File: src/rtl/inst_sram_fetch_pkg.sv
// Shared types and encodings for the instruction-side SRAM fetch unit.
package inst_sram_fetch_pkg;

  typedef enum logic [1:0] {
    IfIdle    = 2'd0,
    IfWaitBus = 2'd1,
    IfAccess  = 2'd2
  } if_state_e;

  localparam int SramAddrBus = 20;

  typedef logic [31:0] inst_addr_t;
  typedef logic [31:0] inst_t;

  localparam inst_t ZeroWord   = 32'h0000_0000;
  localparam logic  ChipEnable = 1'b1;

endpackage

File: src/rtl/inst_sram_fetch.sv
// Fetch responder: multi-cycle base-SRAM read behind a one-entry hit register.
// Miss costs WAIT_CYCLES+2 stalled cycles (+1 per bus-busy cycle); hits return combinationally.
module inst_sram_fetch
  import inst_sram_fetch_pkg::*;
#(
  parameter int ADDR_W      = SramAddrBus,
  parameter int WAIT_CYCLES = 2
) (
  input  logic              clk,
  input  logic              rst,
  input  logic              ce_i,
  input  logic [31:0]       pc_i,
  input  logic              flush_i,
  input  logic              bus_busy_i,
  output logic [31:0]       inst_o,
  output logic              stallreq_o,
  output logic [ADDR_W-1:0] sram_addr_o,
  output logic              sram_ce_n_o,
  output logic              sram_oe_n_o,
  output logic              sram_we_n_o,
  output logic [3:0]        sram_be_n_o,
  input  logic [31:0]       sram_data_i
);

  localparam logic [3:0] WaitLoad = 4'(WAIT_CYCLES);

  if_state_e         state, state_nxt;
  inst_addr_t        req_pc, req_pc_nxt;
  inst_addr_t        hit_pc, hit_pc_nxt;
  logic              hit_valid, hit_valid_nxt;
  inst_t             inst_q, inst_q_nxt;
  logic [3:0]        cnt, cnt_nxt;
  logic [ADDR_W-1:0] sram_addr_q;
  logic              sram_en_q;

  logic aligned, hit, addr_change;

  assign aligned     = (pc_i[1:0] == 2'b00);
  assign hit         = (ce_i == ChipEnable) && hit_valid && (pc_i == hit_pc);
  assign addr_change = (pc_i != req_pc);

  always_comb begin
    state_nxt     = state;
    req_pc_nxt    = req_pc;
    hit_pc_nxt    = hit_pc;
    hit_valid_nxt = hit_valid;
    inst_q_nxt    = inst_q;
    cnt_nxt       = cnt;
    stallreq_o    = 1'b0;
    inst_o        = ZeroWord;

    if (rst) begin
      state_nxt = IfIdle;
    end else if (flush_i) begin
      state_nxt     = IfIdle;
      hit_valid_nxt = 1'b0;
    end else if (ce_i != ChipEnable) begin
      state_nxt     = IfIdle;
      hit_valid_nxt = 1'b0;
    end else if (!aligned) begin
      // Misaligned PC traps downstream; keep the hit entry, start nothing.
      state_nxt = IfIdle;
    end else begin
      case (state)
        IfIdle: begin
          if (hit) begin
            inst_o = inst_q;
          end else begin
            stallreq_o = 1'b1;
            req_pc_nxt = pc_i;
            if (bus_busy_i) begin
              state_nxt = IfWaitBus;
            end else begin
              state_nxt = IfAccess;
              cnt_nxt   = WaitLoad;
            end
          end
        end
        IfWaitBus: begin
          stallreq_o = 1'b1;
          if (addr_change) begin
            req_pc_nxt    = pc_i;
            hit_valid_nxt = 1'b0;
            cnt_nxt       = WaitLoad;
            state_nxt     = IfAccess;
          end else if (!bus_busy_i) begin
            cnt_nxt   = WaitLoad;
            state_nxt = IfAccess;
          end
        end
        IfAccess: begin
          stallreq_o = 1'b1;
          // A moved PC wins over a completing read so stale data is never captured.
          if (addr_change) begin
            req_pc_nxt    = pc_i;
            hit_valid_nxt = 1'b0;
            cnt_nxt       = WaitLoad;
          end else if (cnt != 4'd0) begin
            cnt_nxt = cnt - 4'd1;
          end else begin
            inst_q_nxt    = sram_data_i;
            hit_pc_nxt    = req_pc;
            hit_valid_nxt = 1'b1;
            state_nxt     = IfIdle;
          end
        end
        default: state_nxt = IfIdle;
      endcase
    end
  end

  always_ff @(posedge clk) begin
    if (rst) begin
      state       <= IfIdle;
      req_pc      <= ZeroWord;
      hit_pc      <= ZeroWord;
      hit_valid   <= 1'b0;
      inst_q      <= ZeroWord;
      cnt         <= 4'd0;
      sram_addr_q <= '0;
      sram_en_q   <= 1'b0;
    end else begin
      state     <= state_nxt;
      req_pc    <= req_pc_nxt;
      hit_pc    <= hit_pc_nxt;
      hit_valid <= hit_valid_nxt;
      inst_q    <= inst_q_nxt;
      cnt       <= cnt_nxt;
      // Strobes and address are registered from the next state so they only move on edges.
      sram_en_q <= (state_nxt == IfAccess);
      if (state_nxt == IfAccess) begin
        sram_addr_q <= req_pc_nxt[ADDR_W+1:2];
      end
    end
  end

  assign sram_addr_o = sram_addr_q;
  assign sram_ce_n_o = ~sram_en_q;
  assign sram_oe_n_o = ~sram_en_q;
  assign sram_we_n_o = 1'b1;
  assign sram_be_n_o = 4'b0000;

endmodule

File: config.mk
export PLATFORM = sky130hd
export DESIGN_NAME = inst_sram_fetch
export DESIGN_NICKNAME = d
export VERILOG_FILES = /design/src/rtl/inst_sram_fetch_pkg.sv /design/src/rtl/inst_sram_fetch.sv
export SDC_FILE = /design/constraint.sdc
export NUM_CORES = 1
export LEC_CHECK = 0
export CAP_MARGIN = 30
export CORE_MARGIN = 2
export CORE_UTILIZATION = 51
export CTS_CLUSTER_DIAMETER = 30
export CTS_CLUSTER_SIZE = 30
export DETAILED_ROUTE_END_ITERATION = 16
export PLACE_DENSITY = 0.81
export SYNTH_ARGS = -nofsm -noshare
export SYNTH_HDL_FRONTEND = slang
export SYNTH_SLANG_ARGS = --single-unit
File: constraint.sdc
create_clock -name clk -period 3.25 [get_ports clk]
set_input_delay 0.325 -clock clk [delete_from_list [all_inputs] [get_ports clk]]
set_output_delay 0.325 -clock clk [all_outputs]
set_load 0.05 [all_outputs]
**Yosys cells after proc, flatten, opt, wreduce, memory -nomap -nowiden**

Cells that the tools add are included.

- Flip-flop bits (word level): 124
- Latch bits: 0
- Bits in writable memories: 0
- ROM bits: 0
- Input port bits: 69
- Output and inout port bits: 60
- Word-level logic and storage cells: 78
- Memories: 0

- Add/subtract/negate cells: 1
- $mul: 0
- Div/mod/pow operators: 0
- $lt $le $gt $ge: 0
- Equal/unequal tests: 10
- Shifts and indexed selects: 0
- Mux-type cells: 39
- Bitwise operators: 5
- Reductions and logical operators: 14

Operators with widths:

| operator | number |
|---|---|
| $mux W32 | 8 |
| $mux W22 | 3 |
| $pmux W32 S2 | 1 |
| $eq A32 B32 Y1 | 1 |
| $ne A32 B32 Y1 | 1 |
| $mux W2 | 10 |
| $mux W4 | 5 |
| $reduce_and A6 Y1 | 3 |
| $pmux W4 S3 | 1 |
| $mux W1 | 8 |
| $ne A3 B3 Y1 const B | 2 |
| $pmux W2 S3 | 1 |
| $not A1 Y1 | 5 |
| $eq A2 B2 Y1 const B | 2 |
| $logic_not A2 Y1 | 2 |
| $ne A2 B2 Y1 const B | 2 |
| $pmux W1 S2 | 2 |
| $reduce_and A4 Y1 | 1 |
| $reduce_bool A2 Y1 | 2 |
| $reduce_bool A4 Y1 | 1 |
| $sub A4 B1 Y4 const B | 1 |
| $reduce_bool A3 Y1 | 1 |
| $reduce_or A3 Y1 | 1 |
| $eq A2 B1 Y1 const B | 1 |
| 3 further kinds | 4 |

**Logic depth before layout (Yosys ltp)**

Gate-level depths: netlist (run 1).

- Word-level depth: 9
- Depth in mapped cells: 10
- Depth with buffers taken out: 9

**Least setup slack after synthesis (run 1)**

Ideal clock, no wire load.

- Path kind: input to output
- Start point: input port pc_i[13]
- End point: output port inst_o[10]
- Arrival: 2308 ps
- Data required time: 2925 ps
- Slack: 617 ps
- Stages on the path: 7
- Buffers on the path: 1
- Cell sequence: nor2b_1 > a2111oi_2 > nand4_1 > nor4_4 > nor3b_1 > clkbuf_1 > and2_1

- Word-level cells in the longest chain between the ends: 8

Ends and longest elaborated chain:

| element | line | source |
|---|---|---|
| start, declared | inst_sram_fetch.sv:12 | `input logic [31:0] pc_i,` |
| $eq A32 B32 Y1 | inst_sram_fetch.sv:39 | `assign hit = (ce_i == ChipEnable) && hit_valid && (pc_i == hit_pc);` |
| $logic_and A1 B1 Y1 | inst_sram_fetch.sv:39 |  |
| $mux W32 | inst_sram_fetch.sv:66 | `if (hit) begin` |
| $mux W32 | inst_sram_fetch.sv:64 | `case (state)` |
| $mux W32 | inst_sram_fetch.sv:60 | `end else if (!aligned) begin` |
| $mux W32 | inst_sram_fetch.sv:57 | `end else if (ce_i != ChipEnable) begin` |
| $mux W32 | inst_sram_fetch.sv:54 | `end else if (flush_i) begin` |
| $mux W32 | inst_sram_fetch.sv:52 | `if (rst) begin` |
| end, declared | inst_sram_fetch.sv:15 | `output logic [31:0] inst_o,` |

No other way between the ends.

**Worst setup path in the final report (run 1)**

- Start point: input port pc_i[21]
- End point: output port inst_o[23]

The elaborated chain is that of the path after synthesis.

==> flow_summary_export.csv, run 1 <==
group,metric,value,unit
run_status,status,"completed",
detailed_routing,routedWlPerCell,17.3,um
sta,fmax,0.313,GHz
global_routing,track_usage,27.5,%
sta,skew,0.00745,ns
detailed_routing,final_antenna_net_count,0,
power_and_ir_drop,p_leak,0.00316,uW
clocking,cts_buffers,17,
min_path,hold_path_class,"in -> reg",
finish,seqCellArea,2480,um2
finish,fin_cells,929,
finish,finalNetCount,851,
setup_path,cp_cell_sequence,"clkdlybuf4s50_1 > xor2_1 > nor4_2 > buf_4 > nand4_1 > nor4_4 > nor3b_4 > buf_12 > and2_1 > buf_12",
clocking,cts_max_level,4,
finish,final_core_util,75.1,%
synthesis,synthCells,645,
sta,setup_viol_count_final,0,
setup_path,crit_family,"simple AND/OR/NAND/NOR gates",
clocking,clk_pin_slew,0.06,ns
floorplanning,io_pins,129,
setup_path,critPathMaxFanout,32,
floorplanning,start_util,52.4,%
clocking,cts_setup_buffers,0,
floorplanning,num_rows,38,
placement,dpl.cell_count,897,
placement,port_buffers,123,
global_routing,grt_max_degree,63,
sta,period_needed,3.20,ns
sta,rsz0062_at_grt,"yes",
clocking,cts-root-buf,"clkbuf_8",
synthesis,synth_seq_cells,124,
synthesis,synthArstFlopShare,0,%
setup_path,crit_cells,10,
sta,worst_pin_slew,0.611,ns
sta,slew_headroom,59.3,%
sta,fin_tns_setup,0,ns
floorplanning,die_width,110,um
detailed_routing,drt_iter0_markers,433,
power_and_ir_drop,vdd.ir_drop.worst,0.000347,V
global_routing,grt_pass1_vias,5118,
run,cap_viol_max_count,0,
power_and_ir_drop,p_per_area,458,nW/um2
min_path,whs_path_depth,3,
placement,place.gp.congestion,0.914,
detailed_routing,dr.pass1.iters,5,
finish,area_growth,43.4,%
clocking,insertion_delay,0.52,ns
sta,drv_slew,0,
setup_path,path_buf_inv,4,
synthesis,synth_seq_area_share,43.5,%
synthesis,synth_edf_count,0,
clocking,clockBufferDepth,2,
clocking,cts_tree,"yes",
detailed_routing,drc_errors,0,
setup_path,max_stage_delay,0.50,ns
synthesis,synth_area,5710,um2
floorplanning,core_area,10900,um2
floorplanning,die_area,12000,um2
detailed_routing,viasPerCell,5.57,
synthesis,synth_cell_types,52,
global_routing,antenna_found_initial,0,
synthesis,synth-main-ff-cell,"dfxtp_1",
global_routing,globalRouteOverflowTotal,0,
finish,multi_input_area,3010,um2
floorplanning,die_y,110,um
setup_path,start_kind,"input port",
synthesis,syn_avg_cell_area,8.85,um2
sta,timing.final.crit_share,98.4,%
sta,hold_viol,0,
finish,fill_cells,721,
setup_path,crit_top_cell,"buf_12",
setup_path,crit_required,2.92,ns
setup_path,worst-endpoint-arrival,2.87,ns
synthesis,yosys_warnings,0,
sta,timing.hold.ws,0.254,ns
finish,drive_above_1_share,16.7,%
clocking,hold_buffers,0,
finish,antenna_cells,0,
setup_path,criticalPathCategory,"in -> out",
setup_path,endpoint_kind,"primary output",
global_routing,grt_pass1_wl,25.4,mm
setup_path,rr_worst_depth,10,
detailed_routing,wl,16.1,mm
setup_path,slowest_stage,"clkdlybuf4s50_1",
placement,dpl.hpwl,10.8,mm
clocking,numClockSinks,124,
detailed_routing,vias,5177,
path summary, 6_finish.rpt:
check / start / to / slack, ns
setup / recovery: pc_i[21] / inst_o[23] / 0.05
hold / removal: rst / state[1] / 0.25
hold reg to reg: inst_q[15] / inst_q[15] / 0.45
setup reg to reg: req_pc[20] / sram_addr_o[19] / 0.38
where the power goes:
part           leakage, uW  switching, uW  internal (uW)
clock             0.000299            707           1250
combinational      0.00187            129            121
sequential         0.00100           8.88           1530
timing repair:
item,CTS,global route
pin swaps,1,1
gates resized for setup,3,4
setup endpoints to repair,32,32
logic make-up (layout without fill, tap and decap cells):
family / after synthesis / count (layout) / share of synthesized area [%]
and+or+nand+nor: 259 / 259 / 23.1
muxes: 20 / 20 / 5.20
other: 2 / 5 / 0.132
adders and majority gates: 6 / 6 / 1.32
xor gates and xnor gates: 60 / 60 / 9.21
buffers and inverters: 56 / 197 / 4.67
AOI/OAI and AO/OA: 118 / 118 / 12.8
DFF: 124 / 124 / 43.5
tightest hold or removal path, stage by stage:
cell	delay, ns
buf_2	0.11
or3_1	0.23
nor2_1	0.07
flip-flops by register name, summed over array words and instances, names as in the netlist:
signal	flops
hit_valid	1
sram_en_q	1
inst_q	32
cnt	4
hit_pc	32
sram_addr_o	20
req_pc	32
state	2
through the flow:
step	power, uW	cell area, um2	setup slack [ns]
4_1_cts	3750	8170	0.0471
3_3_place_gp	1810	7540	-0.0739
6_report	3740	8180	0.0525
2_1_floorplan	1670	5720	0.617
5_1_grt	3840	8180	-0.0824
3_5_place_dp	1810	7540	-0.0883
area by class of cell:
| type | instances | share of cell area, % |
|---|---|---|
| Clock inverter | 14 | 2.39 |
| Tap cell | 140 | 2.14 |
| Multi-Input combinational cell | 468 | 36.8 |
| Inverter | 12 | 0.551 |
| Clock buffer | 18 | 5.11 |
| Timing Repair Buffer | 153 | 22.7 |
| Sequential cell | 124 | 30.4 |
cells in the mapped netlist, types with 2 or more instances:
cell type    n  area (um2)
nand2_1    141         529
dfxtp_1    124        2480
a21oi_1     79         395
xor2_1      57         499
and2_1      32         200
nor2b_1     24         150
clkbuf_1    21        78.8
a22o_1      20         175
mux2_4      19         285
nor4_1      16         100
buf_2       15        75.1
inv_1       12        45.0
nand4b_1    10        87.6
nor2_1       8        30.0
buf_4        6        45.0
ha_1         6        75.1
nand4_1      4        25.0
nor3b_1      4        30.0
a311oi_1     3        26.3
nor3_1       3        15.0
or3_1        3        18.8
xnor2_1      3        26.3
and3b_1      2        17.5
buf_6        2        22.5
conb_1       2        7.51
nand2b_1     2        12.5
o21ai_1      2        10.0
cells in the final DEF (no fill, tap or decap), types with 2 or more instances in the layout:
cell,n
a21oi_1,79
a22o_1,20
a311oi_1,3
and2_1,29
and2_4,3
and3b_1,2
buf_12,39
buf_4,24
bufinv_16,4
clkbuf_16,16
clkdlybuf4s50_1,89
clkinv_2,3
clkinv_4,5
conb_1,5
dfxtp_1,123
ha_1,6
inv_1,12
mux2_4,19
nand2_1,141
nand2b_1,2
nand4_1,4
nand4b_1,10
nor2_1,8
nor2b_1,24
nor3_1,3
nor3_4,2
nor3b_1,3
nor4_1,14
nor4_2,2
o21ai_1,2
or3_1,2
xnor2_1,3
xor2_1,57
metal layers:
layer | vias to the layer above | wire, um | global-route usage, %
met5 | - | 0 | 0
met4 | 0 | 319 | 9.04
met3 | 37 | 834 | 6.34
met2 | 192 | 8340 | 47.0
met1 | 2522 | 6620 | 34.0
li1 | 2426 | - | -
(Power assumes the default switching activity.)
==> inputs of run 2 (changes only) <==
Settings changed: CORE_MARGIN 2 to default.
==> run 2 against run 1 <==
Net effect: design area grew 1.2%; non-clock buffer count grew 1; clock power shrank 3%; register-to-register slack lost 0.07 ns; cell count grew 0.11%; global-route usage grew 0.97 points; sequential power is essentially flat; flip-flop and latch count is the same; first-iteration DRC count grew 9.5%.
==> flow_summary_export.csv, run 2 (synthesized netlist as in run 1, its figures left out) <==
group,metric,value,unit
run_status,status,"completed",
floorplanning,die_width,108,um
clocking,cts_tree,"yes",
detailed_routing,wl,16.7,mm
power_and_ir_drop,p_sw_share,24.4,%
sta,timing.final.crit_share,99.9,%
global_routing,globalRouteOverflowTotal,0,
clocking,clk_pin_slew,0.06,ns
floorplanning,start_util,52.4,%
detailed_routing,drc_errors,0,
min_path,hp-start,"rst",
sta,fmax,0.308,GHz
setup_path,crit_required,2.92,ns
floorplanning,die_area,11600,um2
detailed_routing,m1WireLength,6.76,mm
placement,place_ws,-0.122,ns
detailed_routing,wl_met3,982,um
power_and_ir_drop,vdd.ir_drop.worst,0.000422,V
placement,post_dp_cell_area,7490,um2
setup_path,endpoint_kind,"primary output",
sta,drv_slew,0,
floorplanning,die_y,108,um
finish,area_growth,45.1,%
finish,finalNetCount,852,
floorplanning,core_area,10900,um2
floorplanning,num_rows,38,
floorplanning,io_pins,129,
sta,hold_viol,0,
finish,final_cell_mix,"nand2_1, dfxtp_1, clkdlybuf4s50_1, a21oi_1, xor2_1",
global_routing,antenna_found_initial,0,
setup_path,criticalPathCategory,"in -> out",
sta,fin_tns_setup,0,ns
clocking,cts_max_level,4,
placement,dpl.hpwl,10.5,mm
detailed_routing,viasPerCell,5.58,
sta,fin_ws,0.00297,ns
clocking,clockBufferDepth,2,
detailed_routing,routedWlPerCell,17.9,um
sta,skew,0.00975,ns
sta,rsz0062_at_grt,"yes",
power_and_ir_drop,intPower,2780,uW
sta,period_needed,3.25,ns
power_and_ir_drop,power,3670,uW
detailed_routing,dr.pass1.iters,5,
finish,reg.largest.list,"hit_pc x32, inst_q x32, req_pc x32",
clocking,insertion_delay,0.54,ns
power_and_ir_drop,p_per_area,444,nW/um2
detailed_routing,final_antenna_net_count,0,
setup_path,r2r_start,"req_pc[20]",
placement,place.gp.congestion,0.887,
detailed_routing,top_layer,"met4",
clocking,numClockSinks,124,
global_routing,track_usage,28.4,%
finish,drive_above_1_share,20.6,%
power_and_ir_drop,combPwrFrac,6.7,%
run,cap_viol_max_count,0,
sta,slew_headroom,42.7,%
sta,worst_pin_slew,0.860,ns
detailed_routing,drt_iter0_markers,474,
global_routing,grt_pass1_vias,5127,
finish,antenna_cells,0,
clocking,cts_buffers,17,
placement,port_buffers,123,
power_and_ir_drop,p_leak,0.00321,uW
setup_path,start_kind,"input port",
detailed_routing,wl_met2,8.44,mm
setup_path,critPathMaxFanout,8,
finish,final_area,8280,um2
min_path,hold_path_class,"in -> reg",
global_routing,grt_max_degree,82,
global_routing,grt_pass1_wl,25.3,mm
setup_path,worst-endpoint-arrival,2.92,ns
clocking,cts-root-buf,"clkbuf_8",
finish,final_common_cell,"nand2_1",
setup_path,timing.critical_path.from,"pc_i[23]",
finish,final_core_util,76.1,%
detailed_routing,vias,5189,
power_and_ir_drop,power.switching,895,uW
power_and_ir_drop,clkPwrFrac,51.5,%
sta,setup_viol_count_final,0,
power_and_ir_drop,seqPwrFrac,41.8,%
==> run 2: cell count changes in the layout (fill, tap and decap cells not counted), moves of 3 or more <==
cell      change
and2_1       -29
buf_4         -3
clkinv_2      -3
and2_4       +29
==> run 2: final timing paths <==
check | endpoint | slack [ns] | cells past startpoint
setup / recovery | inst_o[15] | 0.003 | 10
hold / removal | req_pc[22] | 0.28 | 2
setup reg to reg | sram_addr_o[19] | 0.31 | 10
hold reg to reg | inst_q[24] | 0.46 | 2
==> run 2: per-stage QoR <==
stage | cells | hold slack (ns)
final | 930 | 0.284
after detailed placement | 891 | 0.442
after floorplan | 648 | 0.432
after global routing | 930 | 0.285
after CTS | 923 | 0.262
after global placement | 891 | 0.437
==> run 2: layout make-up <==
class | instances | area, um2
multi-input combinational | 468 | 3080
fill | 707 | 2610
sequential | 124 | 2480
timing repair buffer | 154 | 1910
clock buffer | 19 | 432
tap | 140 | 175
clock inverter | 13 | 158
inverter | 12 | 45.0
==> run 2: power groups by stage <==
stage / combinational [uW] / clock, uW / sequential [uW]
2_1_floorplan: 99.7 / 0 / 1570
3_3_place_gp: 234 / 0 / 1570
3_5_place_dp: 236 / 0 / 1570
4_1_cts: 241 / 1900 / 1540
5_1_grt: 257 / 1970 / 1540
6_report: 244 / 1890 / 1540
==> run 2: routing by layer <==
layer / up-vias / GRT usage, %
li1: 2428 / -
met1: 2519 / 34.0
met2: 201 / 48.2
met3: 41 / 7.26
met4: 0 / 11.8
met5: - / 0
==> run 2: worst max-delay path, stage by stage <==
cell and delay [ns]:
clkdlybuf4s50_1 0.51, xor2_1 0.21, nor4_2 0.39, nand4_1 0.25, nor4_4 0.37, nor3b_4 0.24
buf_6 0.17, clkbuf_16 0.17, and2_4 0.15, buf_12 0.13
==> run 2: what timing repair did <==
| item | CTS | global route |
|---|---|---|
| cloned | 0 | 3 |
| hold buffers | 0 | 0 |
| gates resized for setup | 2 | 36 |
| endpoints found under the setup margin | 32 | 32 |
| setup buffers | 0 | 4 |
| pin swaps | 1 | 27 |
==> inputs of run 3 (changes only) <==
Settings changed: MAX_ROUTING_LAYER from default to met4.
==> run 3 against run 2 <==
Net effect: flip-flop and latch count is the same; largest cell class unchanged; largest power group unchanged; sequential share of layout area grew 0.13 points; critical path depth is the same; non-clock buffer count shrank 2; critical path type is now reg -> out; total power shrank 2.2%; design area shrank 0.47%.
==> flow_summary_export.csv, run 3 (synthesized netlist as in run 1, its figures left out) <==
group,metric,value,unit
run_status,status,"completed",
run,cap_viol_max_count,0,
sta,timing.final.crit_share,99.9,%
setup_path,cp_cell_sequence,"xor2_2 > nor4_2 > buf_4 > nand4_1 > nor4_4 > nor3b_4 > buf_6 > buf_6 > and2_4 > buf_12",
finish,finalNetCount,850,
finish,final_area,8240,um2
detailed_routing,drc_errors,0,
floorplanning,io_pins,129,
clocking,clockBufferDepth,2,
setup_path,max_stage_delay,0.38,ns
sta,period_needed,3.25,ns
finish,reg.largest.list,"hit_pc x32, inst_q x32, req_pc x32",
detailed_routing,dr.pass1.iters,5,
detailed_routing,final_antenna_net_count,0,
sta,drv_slew,0,
global_routing,grt_pass1_wl,24.6,mm
setup_path,critPathMaxFanout,8,
detailed_routing,wl,16.5,mm
detailed_routing,top_layer,"met4",
sta,hold_viol,0,
clocking,cts_buffers,17,
setup_path,worst-endpoint-arrival,2.92,ns
sta,setup_viol_count_final,0,
global_routing,grt_pass1_vias,5092,
setup_path,endpoint_kind,"primary output",
sta,fmax,0.308,GHz
min_path,hold_path_class,"in -> reg",
power_and_ir_drop,power,3590,uW
setup_path,criticalPathCategory,"reg -> out",
detailed_routing,wl_met2,8.36,mm
detailed_routing,viasPerCell,5.54,
finish,fin_cells,928,
finish,area_growth,44.5,%
clocking,numClockSinks,124,
clocking,cts_tree,"yes",
placement,dpl.hpwl,10.4,mm
floorplanning,num_rows,38,
clocking,hold_buffers,0,
placement,place.gp.congestion,0.900,
sta,fin_tns_setup,0,ns
global_routing,grt_max_degree,79,
global_routing,track_usage,28.7,%
detailed_routing,routedWlPerCell,17.8,um
floorplanning,die_width,108,um
setup_path,path_buf_inv,4,
finish,final_cell_mix,"nand2_1, dfxtp_1, clkdlybuf4s50_1, a21oi_1, xor2_1",
placement,post_dp_cell_area,7470,um2
finish,antenna_cells,0,
detailed_routing,wl_met3,814,um
clocking,clk_pin_slew,0.06,ns
setup_path,crit_family,"simple AND/OR/NAND/NOR gates",
detailed_routing,vias,5140,
sta,skew,0.00975,ns
power_and_ir_drop,p_leak,0.00320,uW
clocking,insertion_delay,0.53,ns
setup_path,start_kind,"flop",
placement,port_buffers,123,
power_and_ir_drop,p_per_area,436,nW/um2
detailed_routing,drt_iter0_markers,431,
finish,drive_above_1_share,20.6,%
finish,final_common_cell,"nand2_1",
detailed_routing,m1WireLength,6.75,mm
placement,dpl.cell_count,890,
sta,rsz0062_at_grt,"yes",
setup_path,crit_required,2.92,ns
power_and_ir_drop,vdd.ir_drop.worst,0.000312,V
floorplanning,start_util,52.4,%
sta,timing.hold.ws,0.316,ns
setup_path,slowest_stage,"nor4_4",
floorplanning,die_y,108,um
clocking,cts-root-buf,"clkbuf_8",
global_routing,globalRouteOverflowTotal,0,
sta,slew_headroom,43.9,%
sta,worst_pin_slew,0.842,ns
global_routing,antenna_found_initial,0,
floorplanning,core_area,10900,um2
clocking,cts_max_level,4,
floorplanning,die_area,11600,um2
setup_path,crit_top_cell,"buf_6",
run 3: worst paths after layout:
check | from | end | slack [ns] | cells after the start
hold reg to reg | inst_q[27] | inst_q[27] | 0.46 | 2
setup reg to reg | req_pc[20] | sram_addr_o[19] | 0.27 | 10
hold / removal | rst | hit_pc[13] | 0.32 | 2
setup / recovery | hit_pc[16] | inst_o[17] | 0.005 | 10
run 3: final cells by class:
cell class                      count  area [um2]
Clock buffer                       20         445
Clock inverter                     12         120
Fill cell                         717        2650
Inverter                           12        45.0
Multi-Input combinational cell    468        3090
Sequential cell                   124        2480
Tap cell                          140         175
Timing Repair Buffer              152        1880
run 3: layer usage:
layer | up-vias | track usage [%]
met1 | 2481 | 32.1
li1 | 2421 | -
met5 | - | -
met3 | 45 | 6.90
met4 | 0 | 15.6
met2 | 193 | 47.1
run 3: through the flow:
step                setup slack, ns  util (%)
floorplan                     0.617         -
global placement            -0.0348      68.7
detailed placement          -0.0961      68.7
CTS                          0.0386      73.9
global route                 -0.115      75.7
finish                      0.00461      75.7
run 3: repair_timing:
action | 4_1_cts | 5_1_grt
setup buffers | 0 | 3
cloned | 0 | 3
pin swaps | 1 | 24
setup endpoints to repair | 32 | 32
gates resized for setup | 1 | 38
run 3: report_power, final:
group | switching, uW | internal (uW) | total [uW] | leakage [uW]
clock network | 685 | 1120 | 1810 | 0.000284
registers | 8.57 | 1530 | 1540 | 0.00100
logic | 127 | 118 | 245 | 0.00191
total | 820 | 2770 | 3590 | 0.00320
